<file path="src/rtl/prb_tx.sv">
// prb_tx: transmit side of the parameter-registry link.
//
// Takes one acceptance-filter parameter set (11-bit mask, 11-bit code,
// 2-bit SJW) and sends it as a one-cycle header strobe followed by three
// data bytes. A one-deep pending buffer lets the controller issue a new
// set while a frame is still in flight.
//
// Ports
//   clk          rising-edge clock
//   reset        synchronous, active-low reset
//   load         single-cycle request to send mask_in/code_in/sjw_in
//   mask_in      acceptance mask (11 bits)
//   code_in      acceptance code (11 bits)
//   sjw_in       sync jump width (2 bits)
//   clr_overrun  clears the sticky overrun flag
//   param_id     frame header strobe, one cycle
//   data         serialised byte, 8'h00 whenever data_valid is low
//   data_valid   high while data carries byte0, byte1 or byte2
//   busy         high whenever the FSM is not IDLE
//   pending      pending buffer holds an unsent set
//   overrun      sticky: a pending set was overwritten before being sent
//   frame_done   one-cycle pulse coincident with byte2
//   state_dbg    current FSM state encoding, for observation only
//
// Handshake: load is a one-cycle request with no back-pressure. It is always
// accepted: straight into the shadow when the FSM can start a frame in that
// cycle, otherwise into the pending buffer (overwriting an unsent set there
// and raising overrun). data is qualified by data_valid; there is no ready.
//
// Byte packing from the shadow {S, C, M}:
//   byte0 = M[7:0]
//   byte1 = {C[4:0], M[10:8]}
//   byte2 = {S[1:0], C[10:5]}
module prb_tx #(
    parameter int GAP_CYCLES = 2
) (
    input  logic        clk,
    input  logic        reset,
    input  logic        load,
    input  logic [10:0] mask_in,
    input  logic [10:0] code_in,
    input  logic [1:0]  sjw_in,
    input  logic        clr_overrun,
    output logic        param_id,
    output logic [7:0]  data,
    output logic        data_valid,
    output logic        busy,
    output logic        pending,
    output logic        overrun,
    output logic        frame_done,
    output logic [2:0]  state_dbg
);

    typedef enum logic [2:0] {
        IDLE = 3'd0,
        HDR  = 3'd1,
        B0   = 3'd2,
        B1   = 3'd3,
        B2   = 3'd4,
        GAP  = 3'd5
    } state_t;

    // A zero-gap build never uses the counter; keep it one bit wide so the
    // declaration stays legal.
    localparam int CW = (GAP_CYCLES > 0) ? $clog2(GAP_CYCLES + 1) : 1;
    localparam logic [CW-1:0] GAP_LOAD = CW'(GAP_CYCLES);
    localparam logic [CW-1:0] GAP_ONE  = CW'(1);

    state_t        state_q, state_d;
    logic [CW-1:0] gap_cnt_q, gap_cnt_d;

    // Parameter sets are held as {sjw[1:0], code[10:0], mask[10:0]}.
    logic [23:0]   shadow_q, shadow_d;
    logic [23:0]   pend_q, pend_d;
    logic          pend_valid_q, pend_valid_d;
    logic          overrun_d;
    logic          overrun_set;
    logic          decide;
    logic [23:0]   in_set;

    logic          param_id_d;
    logic [7:0]    data_d;
    logic          data_valid_d;
    logic          frame_done_d;
    logic          busy_d;

    logic [10:0]   sh_mask;
    logic [10:0]   sh_code;
    logic [1:0]    sh_sjw;

    assign in_set  = {sjw_in, code_in, mask_in};
    assign sh_mask = shadow_q[10:0];
    assign sh_code = shadow_q[21:11];
    assign sh_sjw  = shadow_q[23:22];

    assign state_dbg = state_q;
    assign pending   = pend_valid_q;

    // Next-state, buffer management and next-output decode.
    always_comb begin
        state_d      = state_q;
        gap_cnt_d    = gap_cnt_q;
        shadow_d     = shadow_q;
        pend_d       = pend_q;
        pend_valid_d = pend_valid_q;
        overrun_set  = 1'b0;
        decide       = 1'b0;

        case (state_q)
            IDLE: decide = 1'b1;
            HDR:  state_d = B0;
            B0:   state_d = B1;
            B1:   state_d = B2;
            B2: begin
                if (GAP_CYCLES == 0) begin
                    decide = 1'b1;
                end else begin
                    state_d   = GAP;
                    gap_cnt_d = GAP_LOAD;
                end
            end
            GAP: begin
                // The last gap cycle makes the idle decision itself, so no
                // extra IDLE cycle is inserted between frames.
                if (gap_cnt_q <= GAP_ONE) begin
                    decide = 1'b1;
                end else begin
                    gap_cnt_d = gap_cnt_q - GAP_ONE;
                end
            end
            default: state_d = IDLE;
        endcase

        if (decide) begin
            if (pend_valid_q) begin
                // Pending set goes out first; a simultaneous load refills
                // the now-free buffer without raising overrun.
                shadow_d     = pend_q;
                state_d      = HDR;
                pend_valid_d = load;
                if (load) begin
                    pend_d = in_set;
                end
            end else if (load) begin
                shadow_d = in_set;
                state_d  = HDR;
            end else begin
                state_d = IDLE;
            end
        end else if (load) begin
            pend_d       = in_set;
            pend_valid_d = 1'b1;
            if (pend_valid_q) begin
                overrun_set = 1'b1;
            end
        end

        // Setting wins over clearing when both happen in the same cycle.
        if (overrun_set) begin
            overrun_d = 1'b1;
        end else if (clr_overrun) begin
            overrun_d = 1'b0;
        end else begin
            overrun_d = overrun;
        end

        // Outputs are registered, so they are decoded from the next state.
        // The shadow only changes when entering HDR, whose data is 00, so
        // the byte contents can come from the current shadow.
        param_id_d   = (state_d == HDR);
        data_valid_d = (state_d == B0) || (state_d == B1) || (state_d == B2);
        frame_done_d = (state_d == B2);
        busy_d       = (state_d != IDLE);
        case (state_d)
            B0:      data_d = sh_mask[7:0];
            B1:      data_d = {sh_code[4:0], sh_mask[10:8]};
            B2:      data_d = {sh_sjw, sh_code[10:5]};
            default: data_d = 8'h00;
        endcase
    end

    always_ff @(posedge clk) begin
        if (!reset) begin
            state_q      <= IDLE;
            gap_cnt_q    <= '0;
            shadow_q     <= '0;
            pend_q       <= '0;
            pend_valid_q <= 1'b0;
            overrun      <= 1'b0;
            param_id     <= 1'b0;
            data         <= 8'h00;
            data_valid   <= 1'b0;
            frame_done   <= 1'b0;
            busy         <= 1'b0;
        end else begin
            state_q      <= state_d;
            gap_cnt_q    <= gap_cnt_d;
            shadow_q     <= shadow_d;
            pend_q       <= pend_d;
            pend_valid_q <= pend_valid_d;
            overrun      <= overrun_d;
            param_id     <= param_id_d;
            data         <= data_d;
            data_valid   <= data_valid_d;
            frame_done   <= frame_done_d;
            busy         <= busy_d;
        end
    end

endmodule
</file>
<file path="config.mk">
export PLATFORM = sky130hd
export DESIGN_NAME = prb_tx
export DESIGN_NICKNAME = d
export VERILOG_FILES = /design/src/rtl/prb_tx.sv
export SDC_FILE = /design/constraint.sdc
export NUM_CORES = 1
export LEC_CHECK = 0
export CORE_MARGIN = 3
export CORE_UTILIZATION = 40
export CTS_CLUSTER_DIAMETER = 200
export DETAILED_ROUTE_END_ITERATION = 12
export SKIP_CTS_REPAIR_TIMING = 1
export SLEW_MARGIN = 20
export SYNTH_ARGS = -nofsm -noshare
export SYNTH_HDL_FRONTEND = slang
export SYNTH_SLANG_ARGS = --single-unit
</file>
<file path="constraint.sdc">
create_clock -name clk -period 2.6 [get_ports clk]
set_input_delay 0.78 -clock clk [delete_from_list [all_inputs] [get_ports clk]]
set_output_delay 0.78 -clock clk [all_outputs]
set_load 0.05 [all_outputs]
</file>
==> key figures <==
Timing
  • Setup_tns: 0 ns
  • Relative slew slack: 0.3854
  • RSZ-0062 raised after global routing: no
  • Worst-Margin Slew: 0.9201 ns
  • Fin crit period: 2.245 ns
  • Endpoints failing setup: 0
  • Fin. Hold Viols: 0
  • Slew Limit Fails: 0
  • Fmax: 445.5 MHz
  • Fin crit share: 0.8633
  • Layout Skew: 0.01049 ns

Clocking
  • Latest clock arrival within the worst-skew pair: 0.33 ns
  • Root buffer cell: clkbuf_8
  • CTS tree: yes
  • CTS Buffer Depth: 2
  • Total CTS buffers: 9
  • Clk sinks: 67
  • Clock slew at reported path FFs: 0.07 ns
  • CTS H-tree depth: 3

Critical path
  • CP startpoint kind: flop
  • Worst-path maximum fanout: 2
  • Worst Path Required: 1.82 ns
  • Crit path kind: reg -> out
  • Arr. time, crit path: 1.46 ns
  • Cell family with most CP delay: buffers and inverters
  • Critical-path top delay cell: clkdlybuf4s50_1
  • Crit path buffers/inverters: 1
  • Crit end category: output pin
  • Reg2Reg Depth: 5
  • Worst r2r src: state_dbg[1]$_SDFF_PN0_
  • R2R Setup Slk: 0.84 ns
  • Crit-path max cell delay: 0.80 ns
  • Critical R2R Capture: pend_q[20]$_SDFFE_PN0P_
  • Worst path cell trace: clkdlybuf4s50_1

GRT
  • Initial antenna violation count: 0
  • Largest net degree at the start of global routing: 52
  • Vias in the first global route: 2259
  • Total track usage: 0.1701
  • Met2 GRT Util: 0.2335
  • First-pass GRT wire length: 11690 µm
  • GRT Max-Usage Layer: met1
  • Gr ovfl total: 0
  • M3 GR Usage: 0.02977
  • Met1 Resource Use GR: 0.2574

Route
  • Antenna-violating nets left: 0
  • Vias per cell: 5.182
  • Initial DRC count: 198
  • Total number of vias: 2446
  • DR WL/cell: 14.61 µm
  • Routed WL: 6896 µm
  • Drc violations: 0
  • Initial DRT Pass Iterations: 5

Final layout
  • Post-route insts no fill: 472
  • End-of-flow core utilization: 0.5066
  • Ant. Diodes: 0
  • Area growth syn-to-layout: 21.89%
  • Share of cells above drive strength 1: 0.1099
  • Most common cell after layout, fill and taps aside: dfxtp_1
  • # nets final: 397
  • Most frequent cells in the layout: dfxtp_1 (67), clkdlybuf4s50_1 (39), nor2b_1 (28)

Die
  • Ports: 45
  • Die span in y: 93.28 µm
  • Row count: 31
  • Core Footprint: 0.007331 mm²
  • Die ar.: 0.008700 mm²
  • Die Wd: 93.28 µm
  • Initial Util: 0.4156

Min path
  • HP Class: reg -> reg
  • Worst hold stages: 2
  • WHS Endpoint: pend_q[2]$_SDFFE_PN0P_
  • Min-delay src: pend_q[2]$_SDFFE_PN0P_

Power and ir drop
  • Peak supply drop: 0.3390 mV
  • Leakage: 1.304 nW
  • PD cells: 768.1 mW/mm²

Yosys
  • Synth top area share: 0.4402
  • Mapped Avg Cell Area: 8.987 µm²
  • Synth Register Bits: 67
  • Syn Nets: 368
  • Area contributors post-synth: dfxtp_1 (44%), o221a_1 (8.9%), nor2b_1 (5.7%)
  • Post-synth cell types: 37
  • Register area share after synthesis: 0.4402
  • Yosys top cell by area: dfxtp_1
  • Cell area after synthesis: 0.003047 mm²
  • Syn Inst Count: 339
  • Yosys Warn Count: 0

Placement
  • Placed Instances: 456
  • Final Wtd Congestion: 0.7523
  • Port Buf Inserts: 44
  • HPWL after DPL: 4492 µm

Flow run
  • Max capacitance violation total: 0

Run status
  • Outcome: finished clean
synthesized netlist by cell type:
cell      number
dfxtp_1       67
nor2b_1       28
a21oi_1       26
nand2_1       26
o21ai_1       26
nand3_1       24
o221a_1       24
o21ai_0       23
clkbuf_1      17
nor2_1        15
a22oi_1        8
buf_2          8
buf_6          8
mux2_2         8
inv_1          3
nand2b_1       3
nor3_1         3
and2_1         2
buf_4          2
a211oi_1       1
a21boi_1       1
a21oi_4        1
a31oi_1        1
a31oi_4        1
and2_4         1
buf_1          1
ha_1           1
mux2i_1        1
nor2_2         1
nor3_4         1
nor3b_1        1
o211ai_1       1
o211ai_2       1
o21a_1         1
o22ai_1        1
o41ai_4        1
xnor2_1        1
metal layers:
metal / wire (µm) / vias to the layer above
li1: - / 1269
met3: 284 / 2
met2: 3090 / 61
met1: 3482 / 1114
met5: 0 / -
met4: 39 / 0
report_power, final:
part / switching [mW] / total [mW] / internal (mW)
registers: 0.0847 / 1.25 / 1.17
logic: 0.440 / 0.762 / 0.322
clock network: 0.370 / 0.840 / 0.470
cells by family (layout without fill, tap and decap cells):
family | Yosys count | after routing | share of synthesized area
simple gates | 105 | 105 | 0.1754
buf+inv | 39 | 73 | 0.07351
xor+xnor | 1 | 1 | 0.002875
compound gates | 117 | 117 | 0.2711
mux | 9 | 9 | 0.03286
flops | 67 | 67 | 0.4402
fa+ha+maj | 1 | 1 | 0.004106
final cells by class:
class                           count  area [µm²]
Tap cell                           99       123.9
Clock inverter                      2       35.03
Fill cell                         721        3617
Multi-Input combinational cell    233        1481
Timing Repair Buffer               54       568.0
Sequential cell                    67        1341
Clock buffer                       14       152.6
Inverter                            3       11.26
worst min-delay path, cell delays in order, from the launching register on:
cell     delay, ns
dfxtp_1       0.31
nand2_1       0.05
o21ai_1       0.05
how the worst max path moves through the flow:
stage	endpoint	slack, ns	start	cells past startpoint
finish	overrun	0.36	overrun$_SDFFE_PN0P_	1
global route	overrun	0.28	overrun$_SDFFE_PN0P_	1
CTS	state_dbg[2]	0.02	state_dbg[2]$_SDFF_PN0_	1
detailed placement	shadow_q[5]$_SDFFE_PN0P_	0.32	load	5
global placement	shadow_q[7]$_SDFFE_PN0P_	0.34	load	5
floorplan	data[5]$_SDFF_PN0_	0.84	state_dbg[0]$_SDFF_PN0_	5
stage by stage:
stage	instance area, µm²	total power [mW]	hold WS, ns	setup slack [ns]
finish	3714	2.852	0.4506	0.3555
global placement	3523	2.024	0.4356	0.3357
CTS	3711	2.882	0.4513	0.02234
detailed placement	3523	2.037	0.4411	0.3203
global route	3714	3.028	0.4665	0.2824
floorplan	3047	1.830	0.4284	0.8355
flip-flops by register name (all words and copies together) (netlist names):
signal and count:
busy 1, data 8, data_valid 1, frame_done 1, gap_cnt_q 2, overrun 1
param_id 1, pend_q 24, pending 1, shadow_q 24, state_dbg 3
Note: power is estimated with default switching activity, not from simulation.
==> variant 1: new RTL, same flow settings <==
Take the reset off `data` and load it in a clocked block of its own.
--- a/src/rtl/prb_tx.sv
+++ b/src/rtl/prb_tx.sv
@@ -188,7 +188,6 @@
             pend_valid_q <= 1'b0;
             overrun      <= 1'b0;
             param_id     <= 1'b0;
-            data         <= 8'h00;
             data_valid   <= 1'b0;
             frame_done   <= 1'b0;
             busy         <= 1'b0;
@@ -200,11 +199,14 @@
             pend_valid_q <= pend_valid_d;
             overrun      <= overrun_d;
             param_id     <= param_id_d;
-            data         <= data_d;
             data_valid   <= data_valid_d;
             frame_done   <= frame_done_d;
             busy         <= busy_d;
         end
     end
 
+    always_ff @(posedge clk) begin
+        data <= data_d;
+    end
+
 endmodule
Formal check against the unedited RTL: differs if reset is asserted again (counterexample within 4 cycles, from zero or initial values and one cycle with reset low); with reset held inactive, the same outputs for 10 cycles.
==> variant 1 against the original RTL <==
Power grew 4.6%. Sequential cell count stayed put. Area after synthesis is 0.45% lower. Clock skew decreased by 2.1 ps. Synthesized cell count down 0.88%. Critical path depth unchanged. Wire length rose by 0.55%. Final area up 1.4%. Hold slack improved by 9.0 ps. Worst setup slack got worse by 25 ps.
==> variant 1: results <==
[outcome]
status = "completed"

[cts]
h-tree-depth = 3
cts_buffer_depth = 2
cts_root_buffer = "clkbuf_8"
path_clk_slew_ps = 70

[placed_design]
place_congestion = 0.798
port_buffers = 44
dp_hpwl_um = 4740
detailed_place.area_mm2 = 0.00359

[critical_path]
r2r_start = "gap_cnt_q[1]"
r2r-end = "shadow_q[16]"
reg2regPathDepth = 8
arrival_ps = 1490
reg2reg_setup_slack_ps = 620
critPathMaxStageDelay_ps = 810

[power_and_ir_drop]
ir_drop_mv = 0.288
p_leak_nw = 1.53

[logic_synthesis]
ys_types = 32
yosys-top-cells-area = "dfxtp_1 (44%), o221a_2 (8.5%), mux2i_1 (8.3%), nand2_1 (6.4%), nor2b_1 (5.6%)"
synth_top_cells_by_count = "dfxtp_1 (67), nand2_1 (52), nor2b_1 (27), o21ai_0 (27), a21oi_1 (26)"
ys_seq_area_share_pct = 44.2
syn_nets = 365

[timing]
skew_ps = 8.39
hold_ws_ps = 460
relSlewSlack_pct = 64.0

[min_path]
hold_path.class = "reg2reg"
holdPathEnd = "pend_q[12]"
min_from = "pend_q[12]"
hold_depth = 2

[grt]
antenna_found_initial = 0
grtUsageMet3_pct = 3.30
grt_usage_pct = 17.1
use_met2_pct = 25.2
grt_pass1_vias = 2348
grt_max_degree = 46
grt_use_met1_pct = 24.1

[route]
num_vias = 2420
met3WireLength_um = 227
wl_met1_um = 3560
wl_met2_um = 3050
top_layer = "met4"
drt_iter0_markers = 127
wire_per_inst_um = 14.6

[finish]
drive_gt1_share_pct = 18.1
nets = 401
top_regs = "pend_q x24, shadow_q x24, data x8"
filler_cell_count = 715
==> variant 1: cell types whose count changed after synthesis, moves of 4 or more <==
cell,change
nand3_1,-24
mux2i_1,+24
o221a_1,-23
nand2_1,+26
o21ai_1,-26
o221a_2,+23
clkbuf_1,+4
buf_6,-6
o21ai_0,+4
==> variant 1: kinds of logic after synthesis <==
logic type      synth area share, %
fa+ha+maj                     0.412
flops                          44.2
buf+inv                        5.16
mux                            11.2
simple gates                   16.4
compound gates                 22.3
xor+xnor                      0.289
==> variant 1: cell type report <==
type / count / area share [%]
clock inverters: 2 / 0.266
flip-flops and latches: 67 / 35.6
well taps: 99 / 3.29
inverters: 2 / 0.199
multi-input cells: 234 / 40.8
repair buffers: 58 / 15.4
clock buffers: 13 / 4.48
==> variant 1: metrics by stage <==
step | setup WS, ps | utilization (%) | std cells
floorplan | 733 | - | 336
global placement | 336 | 49.2 | 460
detailed placement | 329 | 49.2 | 460
CTS | 313 | 51.7 | 475
global route | 274 | 51.7 | 475
finish | 331 | 51.7 | 475
==> variant 1: where the power goes <==
group,total [W],internal (W),switching (W)
logic,0.000906,0.000404,0.000503
registers,0.00128,0.00119,0.0000970
clock network,0.000795,0.000417,0.000378
==> variant 1: worst max-delay path by stage <==
stage	from	to	slack (ps)
after detailed placement	load	shadow_q[20]	330
after floorplan	state_dbg[2]	pend_q[0]	730
after CTS	overrun	overrun	310
after global routing	overrun	overrun	270
after global placement	load	shadow_q[23]	340
final	overrun	overrun	330
==> variant 1: worst min-delay path: stages (launching register included) <==
cell     delay [ps]
dfxtp_1         310
nand2_1          50
mux2i_1          50
==> variant 2: new RTL, same flow settings <==
Made on the original files. Change the parameter `GAP_CYCLES` from 2 to 8.
--- a/src/rtl/prb_tx.sv
+++ b/src/rtl/prb_tx.sv
@@ -32,7 +32,7 @@
 //   byte1 = {C[4:0], M[10:8]}
 //   byte2 = {S[1:0], C[10:5]}
 module prb_tx #(
-    parameter int GAP_CYCLES = 2
+    parameter int GAP_CYCLES = 8
 ) (
     input  logic        clk,
     input  logic        reset,
Formal check against the unedited RTL: not equivalent (a bounded check fails within 10 cycles, from zero or initial values and one cycle with reset low).
==> variant 2 against the original RTL <==
Sequential share of layout area decreased by 0.86 points. Worst setup slack got worse by 48 ps. Wire length up 10%. Area after synthesis grew 4.2%. Power increased by 18%. Final area rose by 5.6%. Sequential cell count grew 2.
==> variant 2: results <==
[route]
drt_wl_total_um = 7590
drt_iter0_markers = 110
wl_met1_um = 3800
top_layer = "met4"
drt_pass1_iterations = 4
met3WireLength_um = 353
wl_met2_um = 3260

[placed_design]
place_ws_ps = 159
dp_cells = 457
detailed_place.area_mm2 = 0.00369
dp_hpwl_um = 5080
place_congestion = 0.810

[min_path]
min_from = "pend_q[11]"

[logic_synthesis]
ys_seq_area_share_pct = 43.5
syn_nets = 362
netlist_instances = 332
ys_types = 41
synth_top_cells_by_count = "dfxtp_1 (69), a21oi_1 (53), o21ai_0 (29)"

[critical_path]
crit_end = "state_dbg[2]"
arrival_ps = 1510
reg2reg_setup_slack_ps = 460
critPathMaxFanout = 2
r2r-end = "shadow_q[2]"
reg2regPathDepth = 6
r2r_start = "state_dbg[0]"
cp-startpoint = "state_dbg[2]"

[cts]
cts_buffer_depth = 2
clkLatencyLatePin_ps = 350

[finish]
seq_area_mm2 = 0.00138
nets = 399
instances_no_fill = 473
filler_cell_count = 677

[grt]
grt_max_degree = 36
grt_pass1_wl_um = 12400
grt_pass1_vias = 2455
grt_usage_pct = 17.9

[outcome]
status = "completed"

[power_and_ir_drop]
ir_drop_mv = 0.369
p_leak_nw = 1.33

[timing]
worst_slew_pin_slew_ps = 822
hold_ws_ps = 476
min_period_ps = 2290
variant 2: final cells by class:
type	instances	area share (%)
well taps	99	3.16
inverters	5	0.479
flip-flops and latches	69	35.3
clock buffers	10	3.51
multi-input cells	222	40.9
repair buffers	62	14.5
clock inverters	6	2.20
variant 2: power by group through the flow:
stage                     registers, W  logic (W)  clock network, W
after floorplan                0.00140   0.000724                 0
after global placement         0.00134    0.00105                 0
after detailed placement       0.00134    0.00106                 0
after CTS                      0.00132    0.00106          0.000994
after global routing           0.00134    0.00116           0.00106
final                          0.00132    0.00107          0.000973
variant 2: per-layer routing:
layer / track usage [%] / vias up
li1: - / 1308
met1: 25.0 / 1234
met2: 25.8 / 61
met3: 4.58 / 16
met4: 7.57 / 0
met5: 0 / -
variant 2: cells by family (layout without fill, tap and decap cells):
kind of cell    count (synthesis)  after routing  synth area share (%)
compound gates                149            149                  32.7
flops                          69             69                  43.5
buf+inv                        41             83                  6.31
simple gates                   39             39                  6.27
mux                            32             32                  10.4
fa+ha+maj                       2              2                 0.788
